<file path="config.mk">
export PLATFORM = sky130hd
export DESIGN_NAME = mem_ctrl
export DESIGN_NICKNAME = d
export VERILOG_FILES = /design/src/rtl/mem_pkg.sv /design/src/rtl/mem_array.sv /design/src/rtl/mem_ctrl.sv
export SDC_FILE = /design/constraint.sdc
export NUM_CORES = 2
export LEC_CHECK = 0
export ABC_AREA = 1
export CAP_MARGIN = 20
export CORE_MARGIN = 2
export CORE_UTILIZATION = 45
export CTS_CLUSTER_SIZE = 10
export DETAILED_ROUTE_END_ITERATION = 7
export REMOVE_ABC_BUFFERS = 1
export SKIP_CTS_REPAIR_TIMING = 1
export SYNTH_ARGS = -nofsm -noshare
export SYNTH_HDL_FRONTEND = slang
export SYNTH_SLANG_ARGS = --single-unit
</file>
<file path="constraint.sdc">
create_clock -name clk -period 13.3 [get_ports clk]
set_input_delay 1.995 -clock clk [delete_from_list [all_inputs] [get_ports clk]]
set_output_delay 1.995 -clock clk [all_outputs]
set_load 0.01 [all_outputs]
</file>
<file path="src/rtl/mem_pkg.sv">
// Shared types and width helpers for the wait-state memory controller.
package mem_pkg;

    typedef enum logic {
        IDLE = 1'b0,
        WAIT = 1'b1
    } state_t;

    localparam int unsigned WAIT_STATES_MAX = 15;
    localparam int unsigned CNT_W           = $clog2(WAIT_STATES_MAX + 1);

    // Byte-lane index width; never below one bit.
    function automatic int unsigned bsel_w(input int unsigned data_w);
        return (data_w / 8 > 1) ? $clog2(data_w / 8) : 1;
    endfunction

    // Word-index width for a storage of the given depth; never below one bit.
    function automatic int unsigned word_aw(input int unsigned words);
        return (words > 1) ? $clog2(words) : 1;
    endfunction

endpackage

</file>
<file path="src/rtl/mem_array.sv">
// Word storage with per-byte-lane write enables and an asynchronous read port.
// Contents survive reset.
module mem_array #(
    parameter int unsigned DATA_W = 16,
    parameter int unsigned WORDS  = 128,
    parameter int unsigned AW     = 7
) (
    input  logic                  clk,
    input  logic [DATA_W/8-1:0]   we,
    input  logic [AW-1:0]         addr,
    input  logic [DATA_W-1:0]     wdata,
    output logic [DATA_W-1:0]     rdata
);

    localparam int unsigned NB = DATA_W / 8;

    logic [DATA_W-1:0] mem [WORDS];

    always_ff @(posedge clk) begin
        for (int unsigned i = 0; i < NB; i++) begin
            if (we[i]) begin
                mem[addr][8*i +: 8] <= wdata[8*i +: 8];
            end
        end
    end

    assign rdata = mem[addr];

endmodule

</file>
<file path="src/rtl/mem_ctrl.sv">
// Single-port memory controller with programmable wait states and byte access.
// Define MEM_CTRL_BOUNDS_ERR_EN to flag out-of-range addresses instead of wrapping them.
module mem_ctrl
    import mem_pkg::*;
#(
    parameter int unsigned DATA_W      = 16,
    parameter int unsigned ADDR_W      = 16,
    parameter int unsigned MEM_BYTES   = 256,
    parameter int unsigned WAIT_STATES = 1
) (
    input  logic                        clk,
    input  logic                        rst_n,
    input  logic                        en,
    input  logic                        write_enable,
    input  logic                        byte_enable,
    input  logic [bsel_w(DATA_W)-1:0]   byte_select,
    input  logic [ADDR_W-1:0]           addr,
    input  logic [DATA_W-1:0]           data_in,
    output logic [DATA_W-1:0]           data_out,
    output logic                        mem_wait,
    output logic                        err
);

    localparam int unsigned NB        = DATA_W / 8;
    localparam int unsigned BSEL_W    = bsel_w(DATA_W);
    localparam int unsigned MEM_WORDS = MEM_BYTES / NB;
    localparam int unsigned MAW       = word_aw(MEM_WORDS);

    typedef struct packed {
        logic              wr;
        logic              byte_en;
        logic [BSEL_W-1:0] lane_sel;
        logic [ADDR_W-1:0] adr;
        logic [DATA_W-1:0] wdata;
    } req_t;

    state_t            state, state_nxt;
    logic [CNT_W-1:0]  cnt, cnt_nxt;
    logic              accept, done, oob;
    req_t              req_live, req_q, req_act;
    logic [BSEL_W-1:0] lane;
    logic [NB-1:0]     wr_be;
    logic [DATA_W-1:0] wr_data, rd_word, rd_data;

    assign req_live = '{wr: write_enable, byte_en: byte_enable, lane_sel: byte_select,
                        adr: addr, wdata: data_in};

    // Zero wait states complete on the accept edge from live inputs; otherwise from the capture.
    assign req_act  = (state == IDLE) ? req_live : req_q;
    assign lane     = BSEL_W'(32'(req_act.lane_sel) % NB);
    assign mem_wait = (state == WAIT);

    // Next-state and completion decode
    always_comb begin
        state_nxt = state;
        cnt_nxt   = cnt;
        accept    = 1'b0;
        done      = 1'b0;
        case (state)
            IDLE: begin
                if (en) begin
                    accept = 1'b1;
                    if (WAIT_STATES == 0) begin
                        done = 1'b1;
                    end else begin
                        state_nxt = WAIT;
                        cnt_nxt   = CNT_W'(WAIT_STATES);
                    end
                end
            end
            WAIT: begin
                if (cnt == CNT_W'(1)) begin
                    done      = 1'b1;
                    state_nxt = IDLE;
                    cnt_nxt   = '0;
                end else begin
                    cnt_nxt = cnt - CNT_W'(1);
                end
            end
            default: state_nxt = IDLE;
        endcase
    end

`ifdef MEM_CTRL_BOUNDS_ERR_EN
    localparam logic [ADDR_W:0] MEM_WORDS_A = (ADDR_W + 1)'(MEM_WORDS);

    assign oob = ({1'b0, req_act.adr} >= MEM_WORDS_A);

    always_ff @(posedge clk or negedge rst_n) begin
        if (!rst_n) begin
            err <= 1'b0;
        end else begin
            err <= done & oob;
        end
    end
`else
    assign oob = 1'b0;
    assign err = 1'b0;
`endif

    // Byte writes replicate the low byte so only the enabled lane matters.
    assign wr_data = req_act.byte_en ? {NB{req_act.wdata[7:0]}} : req_act.wdata;

    always_comb begin
        wr_be = '0;
        if (done && req_act.wr && !oob) begin
            wr_be = req_act.byte_en ? (NB'(1) << lane) : '1;
        end
    end

    always_comb begin
        rd_data = req_act.byte_en ? DATA_W'(rd_word[{lane, 3'b000} +: 8]) : rd_word;
        if (oob) begin
            rd_data = '0;
        end
    end

    mem_array #(
        .DATA_W (DATA_W),
        .WORDS  (MEM_WORDS),
        .AW     (MAW)
    ) u_mem_array (
        .clk   (clk),
        .we    (wr_be),
        .addr  (MAW'(req_act.adr)),
        .wdata (wr_data),
        .rdata (rd_word)
    );

    always_ff @(posedge clk or negedge rst_n) begin
        if (!rst_n) begin
            state    <= IDLE;
            cnt      <= '0;
            req_q    <= '0;
            data_out <= '0;
        end else begin
            state <= state_nxt;
            cnt   <= cnt_nxt;
            if (accept) begin
                req_q <= req_live;
            end
            if (done && !req_act.wr) begin
                data_out <= rd_data;
            end
        end
    end

endmodule

</file>
# Word level (Yosys, flattened, before mapping)
# Memory sizes are Yosys's and may differ from the RTL's.
# Index checks and enable logic that the tools add are counted.
# W data, S select, Z words.
dict set report totals {
  regBits 56
  ram_bits 2048
  input_bits 38
  out_inout_bits 18
  word_cells 36
  memories 1
}
# name depth word_bits read_ports rd_clocked_by_memory_dff wr line
set mem_list {}
lappend mem_list {u_mem_array.mem 128 16 1 0 1 mem_array.sv:17} ;# logic [DATA_W-1:0] mem [WORDS];
dict set report op_classes {
  n_addsub 1
  eq_ne 2
  shifts 2
  n_mux 18
  bitwise_logic 1
  reduce_logical 3
}
# cell n
set op_table {}
lappend op_table {{$mux W35} 1}
lappend op_table {{$mux W16} 2}
lappend op_table {{$shiftx A16 B5 Y8} 1}
lappend op_table {{$mux W1} 9}
lappend op_table {{$mux W4} 2}
lappend op_table {{$pmux W4 S2} 1}
lappend op_table {{$eq A4 B1 Y1 const B} 1}
lappend op_table {{$mux W2} 2}
lappend op_table {{$sub A4 B1 Y4 const B} 1}
lappend op_table {{$logic_and A1 B1 Y1} 2}
lappend op_table {{$ne A2 B2 Y1 const B} 1}
lappend op_table {{$pmux W1 S2} 1}
lappend op_table {{$shl A1 B1 Y2 const A} 1}
lappend op_table {{$logic_not A1 Y1} 1}
lappend op_table {{$not A1 Y1} 1}

# Logic depth before layout (Yosys ltp)
dict set report logic_depth {
  word_depth 7
  depth_mapped 20
  ltp_nobuf 17
}

# Modules after synthesis
# Synthesis repeated with hierarchy kept, for this count alone.
dict set report unflattened {
  hier_cells 9094
  hier_area_um2 90141.5
}
# module instances cells_each area_per_inst_um2 seq_area_each_um2
set modules_own_cells {}
lappend modules_own_cells {mem_array 1 8773 87682.8 61499.0}
lappend modules_own_cells {mem_ctrl 1 321 2458.6 1176.1}

# Least setup slack after synthesis
# OpenSTA, ideal clock, no wires.
dict set report synth_path {
  path_kind {input -> register}
  start {input port data_in[2]}
  end {memory u_mem_array.mem[0][10], data pin}
  setup_ps 1197
  arrival_ps 9754
  required_ps 12103
  slack_ps 2349
  stages 4
  n_path_buf 0
  cell_sequence {inv_1 -> o21ai_0 -> nand2_1 -> o21ai_0}
}
# element line
set synth_rtl {}
lappend synth_rtl {{from (decl)} mem_ctrl.sv:18} ;# input logic [DATA_W-1:0] data_in,
lappend synth_rtl {{to (decl)} mem_array.sv:17}

# Worst setup path in the final report
dict set report layout_path {
  start {input port addr[1]}
  end {memory u_mem_array.mem[11][9], enable pin}
}
dict set report layout_between {
  elab_chain_cells 1
}
# element line
set layout_rtl {}
lappend layout_rtl {{from (decl)} mem_ctrl.sv:17} ;# input logic [ADDR_W-1:0] addr,
lappend layout_rtl {{$mux W35} mem_ctrl.sv:49} ;# assign req_act = (state == IDLE) ? req_live : req_q;
# No other way between the ends.

==> key figures <==
Setup path
  • CP arrival: 6810 ps
  • Max stage delay on crit path: 1150 ps
  • Critical path, cell by cell: clkdlybuf4s50_1 -> inv_1 -> nand2_1 -> nand2_8 -> buf_4 -> nor2_4 -> buf_12 -> nand2_4 -> nor3_1
  • Slowest stage cell on the critical path: nor3_1
  • Critical path launch point type: primary input
  • Buffers & Inverters on Critical Path: 4
  • Critical path type: primary input to flip-flop
  • Crit path required time: 13780 ps
  • Top delay family on crit path: simple AND/OR/NAND/NOR gates
  • CP max FO: 155
  • Worst setup EP type: flip-flop

Power and ir drop
  • Leakage power: 42.0 nW
  • Pwr dens: 244 mW/mm^2
  • Total Power: 24.7 mW
  • VDD IR max: 0.298 mV

STA
  • Fmax: 158 MHz
  • Pins over their slew limit: 0
  • Fin crit share: 47.6%
  • Setup TNS: 0 ps
  • Worst Clk Skew: 27.2 ps
  • Final setup fails: 0
  • RSZ-0062 raised after global routing: false
  • Crit path time final: 6330 ps
  • Worst slew pin tran: 1200 ps
  • Slew headroom: 20.3%
  • Final hold viol count: 0
  • Worst setup margin: 6970 ps

Placed design
  • DP Cell Count: 11400
  • DP HPWL: 133000 um
  • Placement Cell Area: 0.0942 sq mm
  • Placement Setup Slack: 6020 ps
  • Port bufs: 45
  • Global placer's final weighted congestion: 0.832

Routing
  • ANT nets after route: 0
  • Initial drt markers: 5799
  • Final wirelength: 240000 um
  • Vias: 60800
  • Pre-antenna DRT Iters: 7
  • Wire length per cell: 20.3 um
  • Via/cell ratio: 5.12
  • Drc violations: 0

Final layout
  • Antenna Cells: 0
  • Post-route cell area: 0.101 sq mm
  • Most common cell after layout, fill and taps aside: nand2_1
  • Most frequent cells in the layout: 3816 x nand2_1, 2048 x edfxtp_1, 986 x inv_1
  • Share of cells above drive strength 1: 7.10%
  • Area Overhead vs Synth: 11.3%
  • Post-Layout Cell Count: 11900
  • Final net count: 9152

Die
  • Initial core utilization: 45.4%
  • Die Y: 453 um
  • Cell Rows: 164
  • Core area: 0.200 sq mm
  • Num ports: 56
  • Die area: 0.205 sq mm
  • Die extent in x: 453 um

Yosys
  • Synth Cell Area: 0.0908 sq mm
  • Netlist cell types: 37
  • Mapped Avg Cell Area: 10.1 sq um
  • Yosys reg bits: 2095
  • Seq/Total Area, Yosys: 69.0%
  • Synth Warn #: 0
  • Syn Inst Count: 8980

Flow run
  • MaxCap Viol Count: 0

Clock network
  • H-tree levels: 4
  • CTS root buffer: clkbuf_16
  • CTS max path bufs: 3
  • Clock sink count: 2095
  • Clock-pin slew on the worst setup and hold paths: 60 ps
  • Worst-Skew Late Latency: 860 ps
  • CTS buffer count: 229
  • CTS tree: yes

Global route
  • Total grt overflow: 0
  • Tot GR Track Use: 23.2%
  • Largest net degree at the start of global routing: 197
  • Initial antenna violation count: 1
  • Global-route wire length before repair: 361000 um
  • Vias in the first global route: 58000

Min path
  • Min-delay worst type: flip-flop to flip-flop

Run status
  • Run status: completed
-- cell usage after synthesis (all sizes together) --
cell | n | area share, %
dfrtp | 47 | 1.3
nor2 | 474 | 2.0
xor2 | 1 | 0.0096
a21oi | 81 | 0.45
o21a | 1 | 0.0083
clkinv | 3 | 0.012
edfxtp | 2048 | 68
o22ai | 3 | 0.021
or2 | 18 | 0.12
nor3 | 257 | 1.4
nand2 | 3835 | 16
mux2i | 1 | 0.011
buf | 330 | 2.1
o21ai | 155 | 0.87
o211ai | 16 | 0.13
nand3b | 2 | 0.017
inv | 996 | 4.1
mux2 | 6 | 0.074
ha | 2 | 0.028
xnor2 | 1 | 0.0096
a31oi | 4 | 0.028
conb | 1 | 0.0041
nand4 | 12 | 0.083
nand3 | 542 | 3.0
clkbuf | 144 | 0.60
-- tightest hold or removal path: cells and delay by family, from the launching register on --
kind               cells  cell delay (ps)
DFF                    1              340
and+or+nand+nor        1               50
AOI/OAI and AO/OA      1               60
-- report_power, final --
group,switching [mW],internal (mW)
Clock,2.44,3.14
Combinational,8.05,2.10
Sequential,0.101,8.82
Total,10.6,14.1
-- area by class of cell --
class	count	area, sq um
well taps	2656	3320
repair buffers	375	2810
clock inverters	15	133
clock buffers	303	6110
multi-input cells	5412	22300
fillers	17700	99000
inverters	999	3750
flip-flops and latches	2095	62700
-- worst paths after layout --
kind	to	slack, ps	cells after the start	from
max	u_mem_array.mem[11][9]$_DFFE_PP_	6970	9	addr[1]
min	req_q[14]$_DFFE_PN0P_	490	2	req_q[14]$_DFFE_PN0P_
max reg2reg	u_mem_array.mem[11][9]$_DFFE_PP_	7130	8	mem_wait$_DFF_PN0_
min reg2reg	req_q[14]$_DFFE_PN0P_	490	2	req_q[14]$_DFFE_PN0P_
max in group asynchronous	data_out[14]$_DFFE_PN0P_	11470	2	rst_n
min in group asynchronous	cnt[1]$_DFFE_PN0P_	1280	2	rst_n
-- logic make-up after synthesis --
kind of cell / synth area share (%)
adder cells (fa/ha/maj): 0.0276
AND/OR/NAND/NOR: 22.5
buffers and inverters: 6.79
other: 0.00413
multiplexers: 0.0854
flip-flops: 69.0
AO/OA/AOI/OAI: 1.51
XOR/XNOR: 0.0193
-- per-layer routing --
layer  GRT usage (%)  wire length, um  vias up
li1                -                -    29200
met1            31.4           102000    29100
met2            38.4           115000     2069
met3            2.92            14900      418
met4            8.76             8820        0
met5               0                0        -
-- metrics by stage --
stage | hold WS, ps | util (%)
after floorplan | 448 | -
after CTS | 488 | 50.2
after global placement | 463 | 46.8
after detailed placement | 473 | 47.1
final | 490 | 50.5
after global routing | 488 | 50.5
-- flip-flops by register name (all words and copies together), names as in the netlist --
name and flops:
data_out 16, mem_wait 1, req_q 26, cnt 4, u_mem_array.mem 2048
Note: power is estimated with default switching activity, not from simulation.
